[src/rtl/shift_mult_seq.sv]
// Serial shift-add fractional multiplier: y = floor(a*b / 2^B_WIDTH), one multiplier bit per cycle,
// unsigned or two's-complement operands, optional round-half-up, valid/ready on both sides.
`timescale 1ns/1ps
module shift_mult_seq #(
    parameter int A_WIDTH = 16,
    parameter int B_WIDTH = 8,
    parameter int ROUND   = 0
) (
    input  logic               clk,
    input  logic               rst_n,
    input  logic               abort,
    input  logic               in_valid,
    output logic               in_ready,
    input  logic               signed_mode,
    input  logic [A_WIDTH-1:0] a,
    input  logic [B_WIDTH-1:0] b,
    output logic               out_valid,
    input  logic               out_ready,
    output logic [A_WIDTH-1:0] y,
    output logic [B_WIDTH-1:0] y_lo
);
    localparam int CNT_W = $clog2(B_WIDTH + 1);
    localparam logic [CNT_W-1:0] LAST_STEP = CNT_W'(B_WIDTH - 1);

    typedef enum logic [1:0] {IDLE, RUN, FIN, DONE} state_t;

    state_t                     state_q;
    logic        [A_WIDTH-1:0]  a_q;
    logic        [B_WIDTH-1:0]  b_q;
    logic                       smode_q;
    logic signed [A_WIDTH:0]    acc_q;
    logic        [B_WIDTH-1:0]  ylo_q;
    logic        [A_WIDTH-1:0]  y_q;
    logic        [CNT_W-1:0]    cnt_q;
    logic signed [A_WIDTH+1:0]  sum_d;

    // The multiplier MSB carries negative weight in two's complement, so the last step subtracts.
    function automatic logic signed [A_WIDTH+1:0] step_sum(
        input logic signed [A_WIDTH:0]   acc,
        input logic        [A_WIDTH-1:0] mcand,
        input logic                      smode,
        input logic                      bit0,
        input logic                      last
    );
        logic signed [A_WIDTH+1:0] addend;
        logic signed [A_WIDTH+1:0] acc_x;
        addend = '0;
        if (bit0) begin
            addend = smode ? {{2{mcand[A_WIDTH-1]}}, mcand} : {2'b00, mcand};
        end
        acc_x = {acc[A_WIDTH], acc};
        return (smode && last) ? (acc_x - addend) : (acc_x + addend);
    endfunction

    function automatic logic [A_WIDTH-1:0] round_y(
        input logic [A_WIDTH-1:0] hi,
        input logic               half
    );
        if (ROUND != 0) begin
            return hi + {{(A_WIDTH-1){1'b0}}, half};
        end
        return hi;
    endfunction

    always_comb begin
        sum_d = step_sum(acc_q, a_q, smode_q, b_q[0], cnt_q == LAST_STEP);
    end

    always_ff @(posedge clk or negedge rst_n) begin
        if (!rst_n) begin
            state_q <= IDLE;
            a_q     <= '0;
            b_q     <= '0;
            smode_q <= 1'b0;
            acc_q   <= '0;
            ylo_q   <= '0;
            y_q     <= '0;
            cnt_q   <= '0;
        end else if (abort) begin
            state_q <= IDLE;
        end else begin
            case (state_q)
                IDLE: begin
                    if (in_valid) begin
                        a_q     <= a;
                        b_q     <= b;
                        smode_q <= signed_mode;
                        acc_q   <= '0;
                        ylo_q   <= '0;
                        cnt_q   <= '0;
                        state_q <= RUN;
                    end
                end
                RUN: begin
                    acc_q <= sum_d[A_WIDTH+1:1];
                    ylo_q <= {sum_d[0], ylo_q[B_WIDTH-1:1]};
                    b_q   <= b_q >> 1;
                    cnt_q <= cnt_q + CNT_W'(1);
                    if (cnt_q == LAST_STEP) begin
                        state_q <= FIN;
                    end
                end
                FIN: begin
                    y_q     <= round_y(acc_q[A_WIDTH-1:0], ylo_q[B_WIDTH-1]);
                    state_q <= DONE;
                end
                DONE: begin
                    if (out_ready) begin
                        state_q <= IDLE;
                    end
                end
                default: state_q <= IDLE;
            endcase
        end
    end

    assign in_ready  = (state_q == IDLE);
    assign out_valid = (state_q == DONE);
    assign y         = y_q;
    assign y_lo      = ylo_q;
endmodule

[config.mk]
export PLATFORM = sky130hd
export DESIGN_NAME = shift_mult_seq
export DESIGN_NICKNAME = d
export VERILOG_FILES = /design/src/rtl/shift_mult_seq.sv
export SDC_FILE = /design/constraint.sdc
export NUM_CORES = 1
export LEC_CHECK = 0
export ABC_AREA = 0
export CAP_MARGIN = 20
export CORE_ASPECT_RATIO = 1.75
export CORE_UTILIZATION = 55
export DETAILED_ROUTE_END_ITERATION = 10
export PLACE_DENSITY = 0.77
export SYNTH_ARGS = -nofsm -noshare
export SYNTH_HDL_FRONTEND = slang
export SYNTH_SLANG_ARGS = --single-unit
[constraint.sdc]
create_clock -name clk -period 4 [get_ports clk]
set_input_delay 1.2 -clock clk [delete_from_list [all_inputs] [get_ports clk]]
set_output_delay 1.2 -clock clk [all_outputs]
set_load 0.01 [all_outputs]
=== Word-level counts from Yosys, hierarchy flattened ===
Index checks and enable logic that the tools add are counted.
W data, S select, Z words.

* Register bits: 72
* Input bits: 30
* Output and inout port bits: 26
* Word-level logic and storage cells: 43

* Add/subtract/negate cells: 3
* Equal/unequal tests: 8
* Multiplexer cells: 16
* Bitwise gates (word level): 1
* Reductions and logical operators: 7

{| class="wikitable"
|+ Operator list
! operator !! count
|-
| $mux W18 || 3
|-
| $pmux W17 S2 || 1
|-
| $pmux W8 S2 || 2
|-
| $add A17 B18 Y18 || 1
|-
| $sub A17 B18 Y18 || 1
|-
| $mux W17 || 1
|-
| $mux W8 || 2
|-
| $reduce_and A3 Y1 || 3
|-
| $mux W2 || 4
|-
| $pmux W2 S4 || 1
|-
| $pmux W4 S2 || 1
|-
| $ne A3 B3 Y1 const B || 2
|-
| $add A4 B1 Y4 const B || 1
|-
| $eq A2 B2 Y1 const B || 2
|-
| $eq A4 B3 Y1 const B || 1
|-
| $mux W4 || 1
|-
| $ne A3 B2 Y1 const B || 1
|-
| $eq A2 B1 Y1 const B || 1
|-
| $logic_not A2 Y1 || 1
|-
| $ne A2 B2 Y1 const B || 1
|-
| $reduce_and A2 Y1 || 1
|-
| $reduce_bool A2 Y1 || 1
|-
| $logic_and A1 B1 Y1 || 1
|-
| $not A1 Y1 || 1
|}

=== Longest topological paths before layout ===
Gate-level depths: netlist of run 1.

* Depth in word-level cells: 5
* Depth in mapped cells: 18
* Mapped depth without buffers: 14

=== Worst setup path after synthesis of run 1 ===
Ideal clock, no wire load.

* Kind: register to register
* Start: register b_q[0]
* End: register acc_q[12]
* Setup time: 122 ps
* Arrival time: 3,542 ps
* Data required time: 3,878 ps
* Path slack: 337 ps
* Cell stages (with the launch flop): 18
* Buffers on the path: 4
* Clock period less this slack: 3,663 ps
* Cells stage by stage: dfrtp_1 clkbuf_1 clkbuf_1 clkbuf_1 nand2_1 ha_1 a21boi_0 nor2_1 nor3_1 or3_1 ha_1 clkbuf_1 o211ai_1 nor2_1 o21ai_0 a21oi_1 or3_1 a32o_1

* Longest elaborated chain between the ends: 4
* Elaborated cells on any way between the ends: 5
* Those cells by class: 2 x add/sub; 3 x mux

{| class="wikitable"
|+ RTL lines
! item !! RTL line !! text
|-
| start, declared || 29 || <nowiki>logic [B_WIDTH-1:0] b_q;</nowiki>
|-
| start signal, assigned || 97 || <nowiki>b_q <= b_q >> 1;</nowiki>
|-
| $mux W18 * || 48 || <nowiki>if (bit0) begin</nowiki>
|-
| $add A17 B18 Y18 or $sub A17 B18 Y18 (tied branches) || 52 || <nowiki>return (smode && last) ? (acc_x - addend) : (acc_x + addend);</nowiki>
|-
| $mux W18 * || 52 ||
|-
| $pmux W17 S2 * || 82 || <nowiki>case (state_q)</nowiki>
|-
| end signal, assigned || 95 || <nowiki>acc_q <= sum_d[A_WIDTH+1:1];</nowiki>
|-
| end, declared || 31 || <nowiki>logic signed [A_WIDTH:0] acc_q;</nowiki>
|}

Mark *: on every way between the ends. The rest lies on a longest branch, timed or not.
A chain may end at the register's enable or synchronous reset.

=== Final worst setup path of run 1 ===
* Start: register a_q[8]
* End: register acc_q[16]

* Longest elaborated chain between the ends: 5
* Elaborated cells on any way between the ends: 6
* Those cells by class: 2 x add/sub; 4 x mux

{| class="wikitable"
|+ RTL lines
! item !! RTL line !! text
|-
| start, declared || 28 || <nowiki>logic [A_WIDTH-1:0] a_q;</nowiki>
|-
| start signal, assigned || 72 || <nowiki>a_q <= '0;</nowiki>
|-
| start signal, assigned || 85 || <nowiki>a_q <= a;</nowiki>
|-
| $mux W18 * || 49 || <nowiki>addend = smode ? {{2{mcand[A_WIDTH-1]}}, mcand} : {2'b00, mcand};</nowiki>
|-
| $mux W18 * || 48 ||
|-
| $add A17 B18 Y18 or $sub A17 B18 Y18 (tied branches) || 52 ||
|-
| $mux W18 * || 52 ||
|-
| $pmux W17 S2 * || 82 ||
|}

Marked as above.

==> results of run 1 <==
## report_power, final
| group | internal, mW | switching [mW] | total [mW] |
|---|---|---|---|
| Sequential | 0.997 | 0.257 | 1.25 |
| Combinational | 1.14 | 1.33 | 2.47 |
| Clock | 0.533 | 0.297 | 0.830 |
## worst max-delay path: stages (launching register included)
cell and delay, ns:
dfrtp_1 0.43, or4_4 0.57, or4b_4 0.53, o31ai_1 0.33
xnor2_1 0.16, nand2_1 0.07, ha_1 0.37, nand4_1 0.20
a21oi_1 0.06, a2111oi_0 0.43, a31oi_1 0.17, xnor2_1 0.20
o21ai_1 0.07
## worst max path at each step
| stage | to | slack (ns) | depth (start not counted) | start |
|---|---|---|---|---|
| 2_1_floorplan | acc_q[12]$_DFFE_PN0P_ | 0.34 | 17 | b_q[0]$_DFFE_PN0P_ |
| 3_3_place_gp | acc_q[16]$_DFFE_PN0P_ | 0.45 | 11 | a_q[8]$_DFFE_PN0P_ |
| 3_5_place_dp | acc_q[16]$_DFFE_PN0P_ | 0.37 | 12 | a_q[8]$_DFFE_PN0P_ |
| 4_1_cts | acc_q[16]$_DFFE_PN0P_ | 0.36 | 12 | a_q[8]$_DFFE_PN0P_ |
| 5_1_grt | acc_q[16]$_DFFE_PN0P_ | 0.04 | 12 | a_q[8]$_DFFE_PN0P_ |
| 6_report | acc_q[16]$_DFFE_PN0P_ | 0.29 | 12 | a_q[8]$_DFFE_PN0P_ |
## through the flow
step | hold WS [ns] | utilization
detailed placement | 0.471 | 0.667
CTS | 0.484 | 0.710
global placement | 0.463 | 0.667
global route | 0.501 | 0.710
floorplan | 0.450 | -
finish | 0.480 | 0.710
## kinds of logic (layout without fill, tap and decap cells)
group,Yosys count,count (layout),share of synthesized area
flops,72,72,0.429
buf+inv,37,98,0.0331
fa+ha+maj,24,24,0.0734
xor+xnor,22,22,0.0459
compound gates,102,102,0.156
mux,32,32,0.0856
simple gates,154,154,0.177
## layer usage
metal,vias to the layer above,global-route usage
met5,-,0
met4,0,0.132
met3,32,0.0552
met2,86,0.424
met1,1616,0.300
li1,1686,-
## registers in the layout, indices dropped and copies added (netlist names)
signal   count
a_q         16
acc_q       17
b_q          8
state_q      2
smode_q      1
y_lo         8
y           16
cnt_q        4
## cell type report
type | instances | area [um^2]
Timing Repair Buffer | 64 | 626
Tap cell | 86 | 108
Sequential cell | 72 | 1800
Clock inverter | 4 | 51.3
Clock buffer | 12 | 267
Inverter | 18 | 67.6
Fill cell | 590 | 2110
Multi-Input combinational cell | 334 | 2250
## cell usage in the layout, fill, tap and decap left out, drive strengths merged, types with 3 or more instances in the layout
cell type / n
dfrtp: 72
nand2: 68
clkdlybuf4s50: 54
o21ai: 40
mux2: 31
nor2: 24
a21oi: 24
ha: 23
inv: 18
nand3: 13
xnor2: 13
nand2b: 12
clkbuf: 12
buf: 10
xor2: 9
or3: 8
a222oi: 7
nor3: 5
nor3b: 5
o31ai: 4
a21o: 4
o211ai: 4
a22o: 3
a31oi: 3
nor2b: 3
and3: 3
==> key figures, run 1 <==
Route
  – Via/cell ratio: 5.80
  – 1st-pass router iterations: 6
  – DR top layer: met4
  – DR iter-0 viols: 202
  – Post-route DRC: 0
  – Vias post-DR: 3,420
  – DR WL met3: 301 um
  – DR WL/cell: 15.7 um
  – Routed wire length: 9270 um
  – DR WL met2: 4890 um
  – Met1 WL: 3720 um
  – Post-DRT Antenna Nets: 0

Yosys
  – Yosys Warn Count: 0
  – Mapped Area: 0.00420 mm^2
  – Top post-synthesis cells by area: dfrtp_1 43%, mux2_2 8.3%, ha_1 6.9%
  – Avg Cell Area, Syn: 9.47 um^2
  – Most frequent cell after synthesis: dfrtp_1
  – Async SR Flop Fraction: 1.00
  – Predominant post-synthesis flop cell: dfrtp_1
  – Syn Nets: 497
  – Post-synth EDFFs: 0
  – Gate Count Post-Synth: 443
  – Synth cell types: 47
  – Commonest cells post-synth: 72 x dfrtp_1, 68 x nand2_1, 39 x o21ai_0
  – Largest area contributor in the netlist: dfrtp_1
  – Top cell type's share of synthesized area: 0.429
  – Number of synthesized register bits: 72
  – Post-synthesis sequential area ratio: 0.429

Setup path
  – CP Capture Type: flop
  – Worst-path maximum fanout: 8
  – CP required: 4.22 ns
  – Critical path class: flop to flop
  – Reg2reg end: acc_q[16]$_DFFE_PN0P_
  – Path depth of the worst reg2reg path: 12
  – FF-to-FF setup slack: 0.29 ns
  – Reg2reg start: a_q[8]$_DFFE_PN0P_
  – Crit path DAT: 3.93 ns
  – Startpoint types: flop

Clock network
  – Post-CTS Resized: 0
  – CTS tree: yes
  – CTS buffer count: 9
  – Worst-path clk slew: 0.06 ns
  – CTS Root Cell: clkbuf_16
  – Post-CTS Setup Bufs: 0
  – Clk Latency, worst-skew pair: 0.34 ns
  – Sink Count: 72
  – CTS hold repair buffers: 0
  – Worst-case clock buffer depth: 2
  – H-tree levels: 3

Timing
  – Setup slack after layout: 0.292 ns
  – Pins Over Slew Limit: 0
  – Slew Limit Headroom: 0.441
  – Setup TNS: 0 ns
  – Slew @ Worst Pin: 0.839 ns
  – F_max: 0.270 GHz
  – Final Cycle Share: 0.927
  – Fin crit period: 3.71 ns
  – Final setup fails: 0
  – Setup Skew: 0.00671 ns
  – Hold Fails Final Rpt: 0
  – RSZ-0062 raised after global routing: no

Job
  – Max-capacitance violation count: 0

Floorplan
  – Die width: 68.0 um
  – DIE AREA: 0.00799 mm^2
  – Row count: 41
  – Starting Density: 0.576
  – DIE HEIGHT: 118 um
  – Core ar.: 0.00728 mm^2
  – # IOs: 56

GRT
  – Antenna violations before repair: 0
  – First-pass GRT wire length: 15,500 um
  – Number of global-route vias before repair: 3,318
  – GRT Total Usage: 0.257
  – Largest net degree at the start of global routing: 39
  – Global route overflow: 0

Placed design
  – Dpl cells: 574
  – Dpl ws: 0.374 ns
  – Gpl congestion: 0.933
  – Placed Area: 0.00486 mm^2
  – Number of port buffers: 55
  – Dpl hpwl: 6890 um

Power
  – Peak supply drop: 0.468 mV
  – Power Total: 4.55 mW
  – Static Leakage: 2.29 nW
  – PwrDens: 880 mW/mm^2

Finish
  – Area Overhead vs Synth: 23.4%
  – # diodes: 0
  – Non-Filler Instances: 590
  – Fraction of final layout cells with drive strength greater than 1: 0.123
  – Post-route cell area: 0.00517 mm^2
  – Layout Nets: 553

Worst hold path
  – Hold path startpoint: y[0]$_DFFE_PN0P_
  – HP Class: flop to flop
  – Hold endpoint: y[0]$_DFFE_PN0P_
  – Hold Path Stages: 2

Run status
  – Status: finished, final reports clean
Power figures use the tool's default switching activity.
==> inputs of run 2 (changes only) <==
--- a/config.mk
+++ b/config.mk
@@ -6,7 +6,7 @@
 export NUM_CORES = 1
 export LEC_CHECK = 0
 export ABC_AREA = 0
-export CAP_MARGIN = 20
+export CAP_MARGIN = 25
 export CORE_ASPECT_RATIO = 1.75
 export CORE_UTILIZATION = 55
 export DETAILED_ROUTE_END_ITERATION = 10
==> results of run 2 <==
No change in the layout: final DEF, timing and power equal those of run 1.
==> inputs of run 3 (changes only) <==
--- a/config.mk
+++ b/config.mk
@@ -10,6 +10,7 @@
 export CORE_ASPECT_RATIO = 1.75
 export CORE_UTILIZATION = 55
 export DETAILED_ROUTE_END_ITERATION = 10
+export GPL_TIMING_DRIVEN = 0
 export PLACE_DENSITY = 0.77
 export SYNTH_ARGS = -nofsm -noshare
 export SYNTH_HDL_FRONTEND = slang
==> run 3 against run 2 <==
Wire length rose by 2.4%. Global-route usage rose by 1.1 points. Core utilization fell by 0.36 points. Design area fell by 0.51%. Clock skew barely moved. Largest cell class unchanged.
==> key figures, run 3 (synthesis results as in run 1) <==
Timing
  – Final setup fails: 0 (unchanged)
  – Slew @ Worst Pin: 0.900 ns (+0.0614 ns)
  – Setup Skew: 0.00716 ns (+0.000457 ns)
  – F_max: 0.271 GHz (+0.42%)
  – Setup TNS: 0 ns (unchanged)
  – Slew Limit Headroom: 0.400 (-0.0409)
  – Pins Over Slew Limit: 0 (unchanged)
  – Fin crit period: 3.69 ns (-0.0154 ns)
  – RSZ-0062 raised after global routing: no
  – WHS: 0.474 ns (-0.00543 ns)
  – Hold Fails Final Rpt: 0 (unchanged)
  – Final Cycle Share: 0.923 (-0.00386)

Finish
  – Fin util: 0.707 (-0.00361)
  – Largest Register: acc_q
  – Fraction of final layout cells with drive strength greater than 1: 0.116 (-0.00710)
  – Largest register FFs: 17 (unchanged)
  – Most frequent cells in the layout: 71 x dfrtp_1, 68 x nand2_1, 54 x clkdlybuf4s50_1
  – Number of fill cells: 582 (-1.4%)
  – Post-route cell area: 0.00515 mm^2 (-0.51%)
  – Area Overhead vs Synth: 22.7%
  – Most common cell after layout, fill and taps aside: dfrtp_1
  – # diodes: 0 (unchanged)
  – Layout Nets: 559 (+1.1%)

Clock network
  – Clk Latency, worst-skew pair: 0.34 ns (about the same)
  – Worst-case clock buffer depth: 2 (unchanged)
  – CTS buffer count: 9 (unchanged)
  – H-tree levels: 3 (unchanged)
  – Sink Count: 72 (unchanged)
  – Worst-path clk slew: 0.05 ns (about the same)
  – CTS tree: yes
  – CTS Root Cell: clkbuf_16

Placed design
  – Gpl congestion: 0.910 (-2.6%)
  – Dpl hpwl: 7070 um (+2.5%)
  – Placed Area: 0.00485 mm^2 (-0.13%)
  – Number of port buffers: 55 (unchanged)

Power
  – Peak supply drop: 0.488 mV (+4.3%)
  – PwrDens: 881 mW/mm^2 (+0.16%)
  – Logic pwr share: 0.553 (+0.011)
  – Power Total: 4.54 mW (-0.35%)
  – Clk network pwr share: 0.171 (-0.011)
  – Switching part of the total: 0.423 (+0.00937)
  – Switching power: 1.92 mW (+1.9%)
  – Static Leakage: 2.26 nW (-1.5%)
  – Sequential power share: 0.276 (about the same)
  – Pint: 2.62 mW (-1.9%)

Setup path
  – Crit path DAT: 3.89 ns (-0.04 ns)
  – Startpoint types: flop
  – CP required: 4.20 ns (-0.02 ns)
  – Worst-path maximum fanout: 9 (+1)
  – CP Capture Type: flop
  – Critical path class: flop to flop

GRT
  – GRT Total Usage: 0.268 (+0.0112)
  – Global route overflow: 0 (unchanged)
  – Number of global-route vias before repair: 3,453 (+4.1%)
  – First-pass GRT wire length: 16,100 um (+3.8%)
  – Antenna violations before repair: 0 (unchanged)
  – Largest net degree at the start of global routing: 73 (+87%)

Floorplan
  – # IOs: 56 (unchanged)
  – Starting Density: 0.576 (unchanged)
  – DIE HEIGHT: 118 um (unchanged)
  – Die width: 68.0 um (unchanged)
  – DIE AREA: 0.00799 mm^2 (unchanged)
  – Row count: 41 (unchanged)
  – Core ar.: 0.00728 mm^2 (unchanged)

Route
  – Via/cell ratio: 5.88 (+1.4%)
  – 1st-pass router iterations: 5 (-1)
  – DR iter-0 viols: 242 (+20%)
  – Vias post-DR: 3,497 (+2.3%)
  – DR WL/cell: 16.0 um (+1.6%)
  – Routed wire length: 9490 um (+2.4%)
  – Post-route DRC: 0 (unchanged)
  – Post-DRT Antenna Nets: 0 (unchanged)

Run status
  – Status: finished, final reports clean

Worst hold path
  – HP Class: flop to flop

Job
  – Max-capacitance violation count: 0 (unchanged)
==> run 3: final timing paths <==
path,startpoint,end,slack [ns],cells past startpoint
setup / recovery,a_q[8]$_DFFE_PN0P_,acc_q[16]$_DFFE_PN0P_,0.31,14
hold / removal,y[0]$_DFFE_PN0P_,y[0]$_DFFE_PN0P_,0.47,2
setup reg to reg,a_q[8]$_DFFE_PN0P_,acc_q[16]$_DFFE_PN0P_,0.31,14
hold reg to reg,y[0]$_DFFE_PN0P_,y[0]$_DFFE_PN0P_,0.47,2
max in group asynchronous,rst_n,b_q[0]$_DFFE_PN0P_,2.39,1
min in group asynchronous,rst_n,y_lo[2]$_DFFE_PN0P_,0.99,1
==> run 3: metrics by stage <==
stage               std cells  setup slack (ns)
floorplan                 443             0.337
global placement          584            -0.675
detailed placement        584            -0.544
CTS                       597            0.0240
global route              595            0.0847
finish                    595             0.307
==> run 3: area by class of cell <==
type	count	area [um^2]	share of cell area
Buffer	15	57.6	0.0112
Clock buffer	11	243	0.0471
Clock inverter	4	45.0	0.00875
Inverter	18	67.6	0.0131
Multi-Input combinational cell	334	2280	0.442
Sequential cell	72	1800	0.350
Tap cell	86	108	0.0209
Timing Repair Buffer	55	548	0.106
==> run 3: power by group through the flow <==
stage	Sequential, mW	Clock [mW]	Combinational [mW]
after floorplan	1.21	0	1.80
after global placement	1.23	0	2.37
after detailed placement	1.25	0	2.45
after CTS	1.25	0.793	2.46
after global routing	1.29	0.824	2.79
final	1.25	0.775	2.51
==> run 3: per-layer routing <==
| layer | vias to the layer above | part of all wire | wire length [um] | global-route usage |
|---|---|---|---|---|
| met5 | - | 0 | 0 | 0 |
| met4 | 0 | 0.031 | 294 | 0.134 |
| met3 | 29 | 0.037 | 351 | 0.0504 |
| met2 | 102 | 0.54 | 5080 | 0.441 |
| met1 | 1667 | 0.40 | 3760 | 0.321 |
| li1 | 1699 | - | - | - |
==> run 3: critical path, cell delays in order, from the launching register on <==
cell and delay, ns:
dfrtp_1 0.42, or4_4 0.57, or4b_4 0.53, nand2_1 0.09, nand2_1 0.05, nand2_1 0.10
xnor2_1 0.16, ha_1 0.25, clkbuf_1 0.20, a21oi_2 0.26, nand2_1 0.11, a2111oi_0 0.40
a31oi_1 0.17, xnor2_1 0.18, o21ai_1 0.08
==> run 3: what timing repair did <==
action,CTS,global route
endpoints found under the setup margin,10,8
hold endpoints to repair,0,0
pin swaps,0,1
resized for setup,4,7
hold buffers,0,0
buffers inserted,0,0
